### src/rtl/inst_decode_stage_if.sv
`default_nettype none
// ============================================================================
// Module      : inst_decode_stage_if
// Description : Fetch-side and execute-side handshake/data bundle for the
//               instruction decode stage. The decode stage is the slave;
//               the surrounding pipeline (or a bench) is the master.
// Revision    : 1.0  initial release
// ============================================================================
interface inst_decode_stage_if #(
    parameter int XLEN = 32
);
    logic            flush;
    logic            in_valid;
    logic            in_ready;
    logic [31:0]     in_inst;
    logic [XLEN-1:0] in_pc;
    logic            out_valid;
    logic            out_ready;
    logic [XLEN-1:0] out_pc;
    logic [2:0]      out_op_type;
    logic [6:0]      out_opcode;
    logic [4:0]      out_rd;
    logic [4:0]      out_rs1;
    logic [4:0]      out_rs2;
    logic [2:0]      out_funct3;
    logic [6:0]      out_funct7;
    logic [XLEN-1:0] out_imm;
    logic            out_illegal;

    modport master (
        output flush, in_valid, in_inst, in_pc, out_ready,
        input  in_ready, out_valid, out_pc, out_op_type, out_opcode,
               out_rd, out_rs1, out_rs2, out_funct3, out_funct7,
               out_imm, out_illegal
    );

    modport slave (
        input  flush, in_valid, in_inst, in_pc, out_ready,
        output in_ready, out_valid, out_pc, out_op_type, out_opcode,
               out_rd, out_rs1, out_rs2, out_funct3, out_funct7,
               out_imm, out_illegal
    );
endinterface
`default_nettype wire

### src/rtl/inst_decode_stage.sv
`default_nettype none
// ============================================================================
// Module      : inst_decode_stage
// Description : Registered RV32I/RV64I decode stage. Classifies the format,
//               slices register/function fields, builds the sign-extended
//               immediate and flags illegal opcodes. One-deep output buffer
//               with valid/ready handshake and pipeline flush.
//               Optional feature macro: INST_DECODE_ILLEGAL_CHECK_EN
//               (defined -> illegal detection; undefined -> out_illegal = 0).
// Revision    : 1.0  initial release
// ============================================================================
module inst_decode_stage #(
    parameter int XLEN = 32
) (
    input  logic               clk,
    input  logic               rst,
    inst_decode_stage_if.slave bus
);
    localparam logic [2:0] c_type_i = 3'd0;
    localparam logic [2:0] c_type_s = 3'd2;
    localparam logic [2:0] c_type_b = 3'd3;
    localparam logic [2:0] c_type_u = 3'd4;
    localparam logic [2:0] c_type_j = 3'd5;
    localparam logic [2:0] c_type_r = 3'd6;

    localparam logic [6:0] c_op_op     = 7'b0110011;
    localparam logic [6:0] c_op_opimm  = 7'b0010011;
    localparam logic [6:0] c_op_load   = 7'b0000011;
    localparam logic [6:0] c_op_jalr   = 7'b1100111;
    localparam logic [6:0] c_op_system = 7'b1110011;
    localparam logic [6:0] c_op_fence  = 7'b0001111;
    localparam logic [6:0] c_op_store  = 7'b0100011;
    localparam logic [6:0] c_op_branch = 7'b1100011;
    localparam logic [6:0] c_op_jal    = 7'b1101111;
    localparam logic [6:0] c_op_lui    = 7'b0110111;
    localparam logic [6:0] c_op_auipc  = 7'b0010111;

    logic [31:0]     w_inst;
    logic [6:0]      w_opcode;
    logic [2:0]      w_type;
    logic [31:0]     w_imm32;
    logic [XLEN-1:0] w_imm;
    logic            w_illegal;
    logic            w_accept;

    logic            r_out_valid;
    logic [XLEN-1:0] r_pc;
    logic [2:0]      r_op_type;
    logic [31:0]     r_inst;
    logic [XLEN-1:0] r_imm;
    logic            r_illegal;

    assign w_inst   = bus.in_inst;
    assign w_opcode = w_inst[6:0];

    // Opcode to format type; anything unrecognised falls back to I.
    always_comb begin
        w_type = c_type_i;
        case (w_opcode)
            c_op_op:                     w_type = c_type_r;
            c_op_store:                  w_type = c_type_s;
            c_op_branch:                 w_type = c_type_b;
            c_op_jal:                    w_type = c_type_j;
            c_op_lui, c_op_auipc:        w_type = c_type_u;
            default:                     w_type = c_type_i;
        endcase
    end

`ifdef INST_DECODE_ILLEGAL_CHECK_EN
    // Legal only for listed opcodes; inst[1:0] != 11 is caught explicitly
    // so a future opcode-list edit cannot silently admit compressed encodings.
    assign w_illegal = !(w_opcode inside {c_op_op, c_op_opimm, c_op_load,
                                          c_op_jalr, c_op_system, c_op_fence,
                                          c_op_store, c_op_branch, c_op_jal,
                                          c_op_lui, c_op_auipc})
                       || (w_inst[1:0] != 2'b11);
`else
    assign w_illegal = 1'b0;
`endif

    // Immediate assembly per format at 32 bits, sign-extended to XLEN below.
    always_comb begin
        w_imm32 = 32'd0;
        case (w_type)
            c_type_i: w_imm32 = {{20{w_inst[31]}}, w_inst[31:20]};
            c_type_s: w_imm32 = {{20{w_inst[31]}}, w_inst[31:25], w_inst[11:7]};
            c_type_b: w_imm32 = {{19{w_inst[31]}}, w_inst[31], w_inst[7],
                                 w_inst[30:25], w_inst[11:8], 1'b0};
            c_type_u: w_imm32 = {w_inst[31:12], 12'd0};
            c_type_j: w_imm32 = {{11{w_inst[31]}}, w_inst[31], w_inst[19:12],
                                 w_inst[20], w_inst[30:21], 1'b0};
            default:  w_imm32 = 32'd0;
        endcase
    end

    assign w_imm = XLEN'($signed(w_imm32));

    // in_ready deliberately ignores flush so the handshake stays a pure
    // function of buffer occupancy and downstream readiness.
    assign bus.in_ready = !r_out_valid || bus.out_ready;
    assign w_accept     = bus.in_valid && bus.in_ready && !bus.flush;

    // Output buffer: reset > flush > accept (load) > drain; stall holds.
    always_ff @(posedge clk) begin
        if (rst) begin
            r_out_valid <= 1'b0;
            r_pc        <= '0;
            r_op_type   <= c_type_i;
            r_inst      <= 32'd0;
            r_imm       <= '0;
            r_illegal   <= 1'b0;
        end else if (bus.flush) begin
            r_out_valid <= 1'b0;
        end else if (w_accept) begin
            r_out_valid <= 1'b1;
            r_pc        <= bus.in_pc;
            r_op_type   <= w_type;
            r_inst      <= w_inst;
            r_imm       <= w_imm;
            r_illegal   <= w_illegal;
        end else if (r_out_valid && bus.out_ready) begin
            r_out_valid <= 1'b0;
        end
    end

    // Field outputs are raw slices of the held word regardless of format.
    assign bus.out_valid   = r_out_valid;
    assign bus.out_pc      = r_pc;
    assign bus.out_op_type = r_op_type;
    assign bus.out_opcode  = r_inst[6:0];
    assign bus.out_rd      = r_inst[11:7];
    assign bus.out_rs1     = r_inst[19:15];
    assign bus.out_rs2     = r_inst[24:20];
    assign bus.out_funct3  = r_inst[14:12];
    assign bus.out_funct7  = r_inst[31:25];
    assign bus.out_imm     = r_imm;
    assign bus.out_illegal = r_illegal;
endmodule
`default_nettype wire
### src/flat_wrapper.sv
// flat-port wrapper written by rule: the top's interface ports become plain ports
module inst_decode_stage_flat 
#(
    parameter int XLEN = 32
)
  (clk, rst, bus_flush, bus_in_valid, bus_in_inst, bus_in_pc, bus_out_ready, bus_in_ready, bus_out_valid, bus_out_pc, bus_out_op_type, bus_out_opcode, bus_out_rd, bus_out_rs1, bus_out_rs2, bus_out_funct3, bus_out_funct7, bus_out_imm, bus_out_illegal);
  inst_decode_stage_if #(.XLEN(XLEN)) bus_i ();
  input  logic clk;
  input  logic rst;
  input wire logic [$bits(bus_i.flush)-1:0] bus_flush;
  input wire logic [$bits(bus_i.in_valid)-1:0] bus_in_valid;
  input wire logic [$bits(bus_i.in_inst)-1:0] bus_in_inst;
  input wire logic [$bits(bus_i.in_pc)-1:0] bus_in_pc;
  input wire logic [$bits(bus_i.out_ready)-1:0] bus_out_ready;
  output wire logic [$bits(bus_i.in_ready)-1:0] bus_in_ready;
  output wire logic [$bits(bus_i.out_valid)-1:0] bus_out_valid;
  output wire logic [$bits(bus_i.out_pc)-1:0] bus_out_pc;
  output wire logic [$bits(bus_i.out_op_type)-1:0] bus_out_op_type;
  output wire logic [$bits(bus_i.out_opcode)-1:0] bus_out_opcode;
  output wire logic [$bits(bus_i.out_rd)-1:0] bus_out_rd;
  output wire logic [$bits(bus_i.out_rs1)-1:0] bus_out_rs1;
  output wire logic [$bits(bus_i.out_rs2)-1:0] bus_out_rs2;
  output wire logic [$bits(bus_i.out_funct3)-1:0] bus_out_funct3;
  output wire logic [$bits(bus_i.out_funct7)-1:0] bus_out_funct7;
  output wire logic [$bits(bus_i.out_imm)-1:0] bus_out_imm;
  output wire logic [$bits(bus_i.out_illegal)-1:0] bus_out_illegal;
  assign bus_i.flush = bus_flush;
  assign bus_i.in_valid = bus_in_valid;
  assign bus_i.in_inst = bus_in_inst;
  assign bus_i.in_pc = bus_in_pc;
  assign bus_i.out_ready = bus_out_ready;
  assign bus_in_ready = bus_i.in_ready;
  assign bus_out_valid = bus_i.out_valid;
  assign bus_out_pc = bus_i.out_pc;
  assign bus_out_op_type = bus_i.out_op_type;
  assign bus_out_opcode = bus_i.out_opcode;
  assign bus_out_rd = bus_i.out_rd;
  assign bus_out_rs1 = bus_i.out_rs1;
  assign bus_out_rs2 = bus_i.out_rs2;
  assign bus_out_funct3 = bus_i.out_funct3;
  assign bus_out_funct7 = bus_i.out_funct7;
  assign bus_out_imm = bus_i.out_imm;
  assign bus_out_illegal = bus_i.out_illegal;
  inst_decode_stage #(.XLEN(XLEN)) u_core (.clk(clk), .rst(rst), .bus(bus_i));
endmodule
### config.mk
export PLATFORM = sky130hd
export DESIGN_NAME = inst_decode_stage_flat
export DESIGN_NICKNAME = d
export VERILOG_FILES = /design/src/rtl/inst_decode_stage_if.sv /design/src/rtl/inst_decode_stage.sv /design/src/flat_wrapper.sv
export SDC_FILE = /design/constraint.sdc
export NUM_CORES = 1
export LEC_CHECK = 0
export BUFFER_PORTS_ARGS = -buffer_cell sky130_fd_sc_hd__buf_2
export CORE_ASPECT_RATIO = 1.2
export CORE_MARGIN = 2
export CORE_UTILIZATION = 40
export DETAILED_ROUTE_END_ITERATION = 7
export PLACE_DENSITY = 0.8
export SYNTH_ARGS = -nofsm -noshare
export SYNTH_HDL_FRONTEND = slang
export SYNTH_SLANG_ARGS = --single-unit
### constraint.sdc
create_clock -name clk -period 2 [get_ports clk]
set_input_delay 0.4 -clock clk [delete_from_list [all_inputs] [get_ports clk]]
set_output_delay 0.4 -clock clk [all_outputs]
set_load 0.02 [all_outputs]
==> out/metrics.yaml, run 1 <==
status: "finished, final reports clean"
synthAdderAreaFrac_pct: 0
vdd_drop_max_v: 0.000357
die-area_um2: 10100
hold_class: "in2reg"
cp_max_fo: 11
synth_edf_count: 0
hold_viol_final: 0
reg2reg_slack_ns: 0.22
finalSetupViolCount: 0
ys_ff_latch: 100
timing.hold.ws_ns: 0.266
p_per_area_nw_per_um2: 807
ys_seq_area_share_pct: 53.8
synthMuxAreaShare_pct: 2.15
grt_usage_pct: 19.5
synthesis.area_um2: 3720
firstDrtPassIters: 4
maxCapViolCount: 0
synthFlopType: "dfxtp_1"
grt_pass1_wl_mm: 15.9
clockRootBuffer: "clkbuf_8"
synth_compound_area_share_pct: 17.0
finalPower_w: 0.00390
final.period_utilization_pct: 89.1
grt_pass1_vias: 3364
slowest_stage: "nor4b_2"
rsz0062_at_grt: "false"
fin_util_pct: 53.5
area_delta_synth_final_pct: 29.9
row_count: 38
relSlewSlack_pct: 36.1
dieHeight_um: 110
viasPerCell: 5.00
cp_cell_sequence: "nor2b_4 -> inv_2 -> nand3b_4 -> nor4b_2 -> a221o_1"
fmax_mhz: 561
dp.final_hpwl_mm: 7.19
ios: 171
grt_max_degree: 79
ys_types: 40
drive_gt1_share_pct: 33.9
drc_errors: 0
setup.worst_path.start: "u_core.bus.out_valid"
routed_wl_mm: 10.0
crit_type: "reg2reg"
endpoint_kind: "flip-flop"
num_vias: 3605
worst_ep_arrival_time_ns: 2.08
cts.sinks: 100
worst_pin_slew_ns: 0.956
cts_tree: "built"
synth_nets: 512
place_area_um2: 4650
cts_inserted_buffers: 9
avgRoutedWirePerCell_um: 13.9
required_ns: 2.30
gr-total-overflow: 0
filler_cell_count: 875
power.leakage_nw: 2.26
r2r_start: "u_core.bus.out_valid"
period_needed_ns: 1.78
syn_inst: 443
setup_ws_ns: 0.218
io_buffers: 169
ys_warn_count: 0
finalInstanceArea_um2: 4840
crit_path_start_kind: "flip-flop"
n_antenna_cell: 0
post_cts_buffers: 0
antenna_found_initial: 0
start_util_pct: 41.2
drt_iter0_markers: 214
core-area_um2: 9030
clk_path_buf_depth: 2
die_x_um: 92.1
htree_levels: 3
synth_xor_area_share_pct: 0
fin_worst_skew_ns: 0.00745
nets: 665
syn_area_per_cell_um2: 8.41
slew_viol_final: 0
path_buf_inv: 1
yosys.area_share.simple_pct: 22.5
cp_slowest_stage_delay_ns: 0.85
synth_top_family_by_area: "simple AND/OR/NAND/NOR gates"
path_clk_slew_ns: 0.10
crit_family: "simple AND/OR/NAND/NOR gates"
clk_latency_ns: 0.36
detail-route-antenna-nets: 0
place_congestion: 0.797
hp-start: "bus_in_pc[28]"
synthArstFlopShare_pct: 0
post-place-ws_ns: -0.0622
[path summary, 6_finish.rpt]
check	endpoint	cells after the start
max	u_core.bus.out_imm[21]	5
max reg2reg	u_core.bus.out_imm[21]	5
min	u_core.bus.out_pc[28]	3
min reg2reg	u_core.bus.out_imm[19]	2
[worst register-to-register path, cell delays in order, from the launching register on]
cell,delay (ns)
dfxtp_1,0.32
nor2b_4,0.14
inv_2,0.07
nand3b_4,0.12
nor4b_2,0.85
a221o_1,0.22
[cells by family (layout without fill, tap and decap cells)]
| kind of cell | count (synthesis) | count (layout) |
|---|---|---|
| AOI/OAI and AO/OA | 106 | 106 |
| buffers and inverters | 34 | 192 |
| DFF | 100 | 100 |
| muxes | 8 | 8 |
| other | 1 | 1 |
| and+or+nand+nor | 194 | 194 |
[cell usage in the layout, fill, tap and decap left out, drive strengths merged, types with 5 or more instances in the layout]
cell / instances
a21oi: 69
a221o: 11
a22oi: 6
a31oi: 5
buf: 175
clkbuf: 9
dfxtp: 100
inv: 5
mux2i: 8
nand2: 155
nand3: 7
nor2: 15
o21ai: 9
[layout make-up]
class	count	area [um^2]	share of cell area [%]
flip-flops and latches	100	2000	41.4
well taps	120	150	3.10
multi-input cells	309	1570	32.5
clock buffers	9	124	2.56
clock inverters	7	57.6	1.19
inverters	1	3.75	0.0776
repair buffers	175	928	19.2
[routing by layer]
metal	vias to the layer above	wire length, um	GRT usage (%)
met5	-	0	0
met4	0	145	7.68
met3	12	761	5.83
met2	147	4830	32.0
met1	1659	4260	24.3
li1	1787	-	-
[per-stage QoR]
| step | TNS, ns | std cells |
|---|---|---|
| 4_1_cts | 0 | 721 |
| 3_3_place_gp | 0 | 705 |
| 6_report | 0 | 721 |
| 3_5_place_dp | -0.546 | 705 |
| 2_1_floorplan | 0 | 443 |
| 5_1_grt | 0 | 721 |
[sequential cells by signal, indices dropped and copies added (netlist names)]
| signal | cells |
|---|---|
| u_core.bus.out_pc | 32 |
| u_core.bus.out_op_type | 3 |
| u_core.r_inst | 32 |
| u_core.bus.out_imm | 32 |
| u_core.bus.out_valid | 1 |
[where the power goes]
part | total [W] | internal (W) | switching, W | leakage, nW
sequential | 0.00213 | 0.00208 | 0.0000470 | 0.817
combinational | 0.000565 | 0.000201 | 0.000364 | 1.35
clock | 0.00121 | 0.000473 | 0.000735 | 0.0886
[what timing repair did]
item | CTS | global route
gates resized for setup | 0 | 1
hold buffers | 0 | 0
endpoints found under the setup margin | 0 | 18
hold endpoints to repair | 0 | 0
[cell usage after synthesis, drive strengths merged, types with 2 or more instances]
| master | count | area, um^2 |
|---|---|---|
| nand3b | 2 | 18.8 |
| and4b | 2 | 20.0 |
| a31oi | 5 | 31.3 |
| nand3 | 7 | 35.0 |
| nor3 | 2 | 10.0 |
| and3 | 2 | 17.5 |
| clkbuf | 18 | 67.6 |
| mux2i | 8 | 80.1 |
| a21oi | 69 | 345 |
| or2 | 2 | 12.5 |
| nor2 | 15 | 58.8 |
| a22oi | 6 | 45.0 |
| o21ai | 9 | 48.8 |
| nand2 | 155 | 582 |
| dfxtp | 100 | 2000 |
| a221o | 11 | 110 |
| buf | 15 | 96.3 |
(Power assumes the default switching activity.)
==> inputs of run 2 (changes only) <==
--- a/config.mk
+++ b/config.mk
@@ -10,7 +10,7 @@
 export CORE_MARGIN = 2
 export CORE_UTILIZATION = 40
 export DETAILED_ROUTE_END_ITERATION = 7
-export PLACE_DENSITY = 0.8
+export PLACE_DENSITY = 0.83
 export SYNTH_ARGS = -nofsm -noshare
 export SYNTH_HDL_FRONTEND = slang
 export SYNTH_SLANG_ARGS = --single-unit
==> constraint.sdc (replaced) <==
create_clock -name clk -period 1.5 [get_ports clk]
set_input_delay 0.3 -clock clk [delete_from_list [all_inputs] [get_ports clk]]
set_output_delay 0.3 -clock clk [all_outputs]
set_load 0.02 [all_outputs]
==> out/metrics.yaml, run 2 (synthesis results as in run 1) <==
drive_gt1_share_pct: 40.4  # was 33.9%
power.leakage_nw: 2.49  # was 2.26 nW
clk_path_buf_depth: 2  # unchanged
ios: 171  # unchanged
worst_ep_arrival_time_ns: 1.84  # was 2.08 ns
grt_max_degree: 45  # was 79
slew_viol_final: 0  # unchanged
place_area_um2: 4820  # was 4650 um^2
dp.final_hpwl_mm: 8.02  # was 7.19 mm
io_buffers: 169  # unchanged
crit_path_start_kind: "flip-flop"  # unchanged
timing.hold.ws_ns: 0.158  # was 0.266 ns
row_count: 38  # unchanged
violations: "negative setup slack"
post-place-ws_ns: -0.252  # was -0.0622 ns
routed_wl_mm: 11.6  # was 10.0 mm
period_needed_ns: 1.55  # was 1.78 ns
placed_cells: 727  # was 705
avgRoutedWirePerCell_um: 15.4  # was 13.9 um
antenna_found_initial: 0  # unchanged
start_util_pct: 41.2  # unchanged
hold_viol_final: 0  # unchanged
area_delta_synth_final_pct: 43.1  # was 29.9%
finalSetupViolCount: 12  # was 0
final_cell_mix: "buf_2 (168), nand2_1 (154), dfxtp_1 (99)"  # was buf_2 (169), nand2_1 (155), dfxtp_1 (100)
p_per_area_nw_per_um2: 1020  # was 807 nW/um^2
hold_class: "in2reg"  # unchanged
dieHeight_um: 110  # unchanged
viasPerCell: 5.13  # was 5.00
nets: 701  # was 665
endpoint_kind: "flip-flop"  # unchanged
holdPathStages: 3  # unchanged
n_antenna_cell: 0  # unchanged
setup_ws_ns: -0.0510  # was 0.218 ns
core-area_um2: 9030  # unchanged
htree_levels: 3  # unchanged
relSlewSlack_pct: 57.5  # was 36.1%
fin_worst_skew_ns: 0.0115  # was 0.00745 ns
num_vias: 3880  # was 3605
final.period_utilization_pct: 103  # was 89.1%
final_common_cell: "buf_2"  # unchanged
finalInstanceArea_um2: 5330  # was 4840 um^2
grt_pass1_wl_mm: 17.1  # was 15.9 mm
cts_tree: "built"  # unchanged
fin_util_pct: 59.0  # was 53.5%
place_congestion: 0.798  # was 0.797
filler_cell_count: 821  # was 875
cts_inserted_buffers: 9  # unchanged
grt_usage_pct: 21.4  # was 19.5%
vdd_drop_max_v: 0.000540  # was 0.000357 V
cp_max_fo: 6  # was 11
die_x_um: 92.1  # unchanged
status: "finished, violations left"  # was finished, final reports clean
detail-route-antenna-nets: 0  # unchanged
crit_type: "reg2reg"  # unchanged
firstDrtPassIters: 4  # unchanged
die-area_um2: 10100  # unchanged
rsz0062_at_grt: "true"  # was false
worst_pin_slew_ns: 0.632  # was 0.956 ns
drc_errors: 0  # unchanged
fmax_mhz: 645  # was 561 MHz
cts.sinks: 100  # unchanged
maxCapViolCount: 0  # unchanged
required_ns: 1.79  # was 2.30 ns
drt_iter0_markers: 175  # was 214
clk_latency_ns: 0.37  # was 0.36 ns
layout.cells.non_filler: 756  # was 721
gr-total-overflow: 0  # unchanged
path_clk_slew_ns: 0.10  # about the same
worstRegToRegCells: 8  # was 5
grt_pass1_vias: 3591  # was 3364
clockRootBuffer: "clkbuf_8"  # unchanged
hold_buffers: 0  # unchanged
==> run 2: changes by cell type in the layout (fill, tap and decap cells not counted), sizes merged <==
cell / previous run / this run
buf: 175 / 208
clkbuf: 9 / 13
inv: 5 / 1
bufinv: 0 / 1
clkinv: 1 / 2
==> run 2: area by class of cell <==
| type | instances | area [um^2] | share of cell area (%) |
|---|---|---|---|
| clock buffers | 10 | 128 | 2.39 |
| flip-flops and latches | 100 | 2010 | 37.6 |
| repair buffers | 211 | 1320 | 24.7 |
| clock inverters | 5 | 55.1 | 1.03 |
| well taps | 120 | 150 | 2.82 |
| inverters | 1 | 6.26 | 0.117 |
| multi-input cells | 309 | 1670 | 31.3 |
==> run 2: timing repair <==
action	CTS	global route
gates resized for setup	24	23
cloned	1	4
setup buffers	3	6
endpoints found under the setup margin	82	100
pin swaps	14	7
==> run 2: worst max-delay path, stage by stage (launching register included) <==
cell and delay, ns:
dfxtp_4 0.35, nor2b_4 0.13, buf_6 0.11, nor3b_4 0.17, buf_6 0.15, buf_6 0.13
and4b_1 0.20, a21oi_1 0.05, o22ai_1 0.16
==> run 2: power breakdown <==
part / internal [W] / switching (W) / total [W]
Sequential: 0.00278 / 0.0000653 / 0.00284
Clock: 0.000757 / 0.000910 / 0.00167
Combinational: 0.000366 / 0.000539 / 0.000905
Total: 0.00390 / 0.00151 / 0.00541
==> run 2: worst paths after layout <==
check	slack, ns	startpoint	end
worst max-delay path	-0.05	u_core.bus.out_valid	u_core.bus.out_imm[0]
worst min-delay path	0.16	bus_in_pc[1]	u_core.bus.out_pc[1]
worst max register to register	-0.05	u_core.bus.out_valid	u_core.bus.out_imm[0]
worst min register to register	0.45	u_core.bus.out_imm[17]	u_core.bus.out_imm[17]
==> run 2: routing by layer <==
layer  GRT usage (%)  up-vias  wire (um)
li1                -     1865          -
met1            25.1     1833       4690
met2            36.6      159       5830
met3            5.89       23        825
met4            9.70        0        276
met5               0        -          0
==> run 2: metrics by stage <==
step | TNS, ns | total power [W]
floorplan | -0.107 | 0.00334
global placement | -4.48 | 0.00367
detailed placement | -7.86 | 0.00370
CTS | -2.72 | 0.00537
global route | -3.21 | 0.00563
finish | -0.180 | 0.00541
==> inputs of run 3 (changes only) <==
--- a/config.mk
+++ b/config.mk
@@ -10,6 +10,7 @@
 export CORE_MARGIN = 2
 export CORE_UTILIZATION = 40
 export DETAILED_ROUTE_END_ITERATION = 7
+export HOLD_SLACK_MARGIN = 0.15
 export PLACE_DENSITY = 0.83
 export SYNTH_ARGS = -nofsm -noshare
 export SYNTH_HDL_FRONTEND = slang
==> constraint.sdc (replaced) <==
create_clock -name clk -period 1.28 [get_ports clk]
set_input_delay 0.256 -clock clk [delete_from_list [all_inputs] [get_ports clk]]
set_output_delay 0.256 -clock clk [all_outputs]
set_load 0.02 [all_outputs]
==> out/metrics.yaml, run 3 (synthesis results as in run 1) <==
relSlewSlack_pct: 60.3  # was 57.5%
clk_path_buf_depth: 2  # unchanged
drc_errors: 0  # unchanged
worstRegToRegCells: 7  # was 8
rsz0062_at_grt: "true"  # unchanged
row_count: 38  # unchanged
hold_class: "in2reg"  # unchanged
path_buf_inv: 2  # was 3
slew_viol_final: 0  # unchanged
dieHeight_um: 110  # unchanged
ios: 171  # unchanged
violations: "negative setup slack"  # unchanged
path_clk_slew_ns: 0.10  # about the same
die-area_um2: 10100  # unchanged
grt_max_degree: 42  # was 45
hp-start: "bus_in_inst[12]"  # was bus_in_pc[1]
firstDrtPassIters: 5  # was 4
whs_endpoint: "u_core.r_inst[12]"  # was u_core.bus.out_pc[1]
start_util_pct: 41.2  # unchanged
cp_max_fo: 6  # unchanged
required_ns: 1.54  # was 1.79 ns
fin_util_pct: 70.2  # was 59.0%
cp_slowest_stage_delay_ns: 0.35  # about the same
rr_endpoint: "u_core.bus.out_imm[28]"  # was u_core.bus.out_imm[0]
drive_gt1_share_pct: 43.1  # was 40.4%
use_met1_pct: 27.7  # was 25.1%
die_x_um: 92.1  # unchanged
fmax_mhz: 660  # was 645 MHz
fin_worst_skew_ns: 0.00853  # was 0.0115 ns
status: "finished, violations left"  # unchanged
htree_levels: 3  # unchanged
met3_usage_pct: 6.17  # was 5.89%
grt_pass1_wl_mm: 20.0  # was 17.1 mm
nets: 765  # was 701
period_needed_ns: 1.51  # was 1.55 ns
routed_wl_mm: 15.2  # was 11.6 mm
cts_inserted_buffers: 9  # unchanged
cp_cell_sequence: "nor2b_4 -> inv_4 -> nand3b_4 -> buf_12 -> nor2_4 -> and3_4 -> a221o_1"  # was nor2b_4 -> buf_6 -> nor3b_4 -> buf_6 -> buf_6 -> and4b_1 -> a21oi_1 -> o22ai_1
core-area_um2: 9030  # unchanged
gr-total-overflow: 0  # unchanged
finalPower_w: 0.00655  # was 0.00541 W
final_common_cell: "buf_2"  # unchanged
crit_type: "reg2reg"  # unchanged
maxCapViolCount: 0  # unchanged
p_per_area_nw_per_um2: 1030  # was 1020 nW/um^2
crit_path_start_kind: "flip-flop"  # unchanged
filler_cell_count: 659  # was 821
n_antenna_cell: 0  # unchanged
io_buffers: 169  # unchanged
worst_pin_slew_ns: 0.591  # was 0.632 ns
worst_ep_arrival_time_ns: 1.77  # was 1.84 ns
met2_usage_pct: 46.6  # was 36.6%
finalSetupViolCount: 100  # was 12
detail-route-antenna-nets: 0  # unchanged
cts_tree: "built"  # unchanged
viasPerCell: 5.40  # was 5.13
place_congestion: 0.774  # was 0.798
clockRootBuffer: "clkbuf_8"  # unchanged
final.period_utilization_pct: 118  # was 103%
r2r_start: "u_core.bus.out_valid"  # unchanged
setup_ws_ns: -0.234  # was -0.0510 ns
avgRoutedWirePerCell_um: 18.5  # was 15.4 um
final_cell_mix: "buf_2 (168), nand2_1 (127), dfxtp_1 (99)"  # was buf_2 (168), nand2_1 (154), dfxtp_1 (99)
power.leakage_nw: 2.94  # was 2.49 nW
num_vias: 4436  # was 3880
endpoint_kind: "flip-flop"  # unchanged
holdPathStages: 3  # unchanged
cts.sinks: 100  # unchanged
grt_pass1_vias: 4069  # was 3591
drt_iter0_markers: 294  # was 175
antenna_found_initial: 0  # unchanged
dp.final_hpwl_mm: 7.66  # was 8.02 mm
slowest_stage: "dfxtp_4"  # unchanged
placed_cells: 723  # was 727
hold_viol_final: 0  # unchanged
grt_usage_pct: 25.3  # was 21.4%
vdd_drop_max_v: 0.000674  # was 0.000540 V
reg2reg_slack_ns: -0.23  # was -0.05 ns
layout.cells.non_filler: 821  # was 756
busiest_layer: "met2"  # unchanged
crit_family: "simple AND/OR/NAND/NOR gates"  # unchanged
clk_latency_ns: 0.36  # was 0.37 ns
area_delta_synth_final_pct: 70.3  # was 43.1%
## run 3: cell types whose count changed in the layout (fill, tap and decap cells not counted), sizes merged
| cell | previous run | this run |
|---|---|---|
| and3 | 2 | 3 |
| buf | 208 | 213 |
| bufinv | 1 | 0 |
| clkbuf | 13 | 22 |
| clkinv | 2 | 1 |
| dlygate4sd3 | 0 | 51 |
| nor2 | 15 | 16 |
## run 3: per-stage QoR
| step | TNS, ns | worst slack, ns | instance area (um^2) | hold WS [ns] |
|---|---|---|---|---|
| after floorplan | -8.52 | -0.231 | 3750 | 0.325 |
| after global placement | -28.69 | -0.527 | 4790 | 0.433 |
| after detailed placement | -34.03 | -0.573 | 4790 | 0.442 |
| after CTS | -11.92 | -0.215 | 5770 | 0.150 |
| after global routing | -18.66 | -0.272 | 6340 | 0.164 |
| final | -13.90 | -0.234 | 6340 | 0.164 |
## run 3: layer usage
| metal | wire length (um) | up-vias | share of wire (%) |
|---|---|---|---|
| met3 | 1180 | 57 | 7.8 |
| met4 | 645 | 0 | 4.3 |
| li1 | - | 2009 | - |
| met5 | 0 | - | 0 |
| met2 | 7870 | 279 | 52 |
| met1 | 5470 | 2091 | 36 |
## run 3: final cells by class
class / instances / area (um^2) / area share, %
flip-flops and latches: 100 / 2010 / 31.6
well taps: 120 / 150 / 2.37
clock inverters: 3 / 23.8 / 0.375
repair buffers: 273 / 2150 / 33.9
multi-input cells: 311 / 1870 / 29.4
inverters: 1 / 6.26 / 0.0987
clock buffers: 13 / 139 / 2.19
## run 3: repair_timing
action | in CTS | in global routing
pin swaps | 21 | 48
gates resized for setup | 32 | 77
buffers inserted | 8 | 5
gates cloned | 6 | 12
endpoints found under the hold margin | 54 | 2
endpoints found under the setup margin | 100 | 100
hold buffers | 50 | 1
## run 3: power by group
| part | total (W) | switching, W | internal (W) |
|---|---|---|---|
| sequential | 0.00334 | 0.0000889 | 0.00326 |
| combinational | 0.00142 | 0.000769 | 0.000652 |
| clock | 0.00178 | 0.00107 | 0.000715 |
## run 3: worst reg2reg max path, cell delays in order, from the launching register on
cell      delay [ns]
dfxtp_4         0.35
nor2b_4         0.21
inv_4           0.06
nand3b_4        0.09
buf_12          0.12
nor2_4          0.05
and3_4          0.21
a221o_1         0.31
## run 3: worst max-delay path by stage
stage / startpoint / slack (ns) / cells after the start / end
finish: u_core.bus.out_valid / -0.23 / 7 / u_core.bus.out_imm[28]
detailed placement: bus_in_inst[2] / -0.57 / 5 / u_core.bus.out_imm[25]
global placement: bus_out_ready / -0.53 / 7 / u_core.bus.out_imm[11]
CTS: u_core.bus.out_valid / -0.21 / 7 / u_core.bus.out_imm[25]
global route: u_core.bus.out_valid / -0.27 / 7 / u_core.bus.out_imm[2]
floorplan: u_core.bus.out_valid / -0.23 / 8 / u_core.bus.out_imm[21]
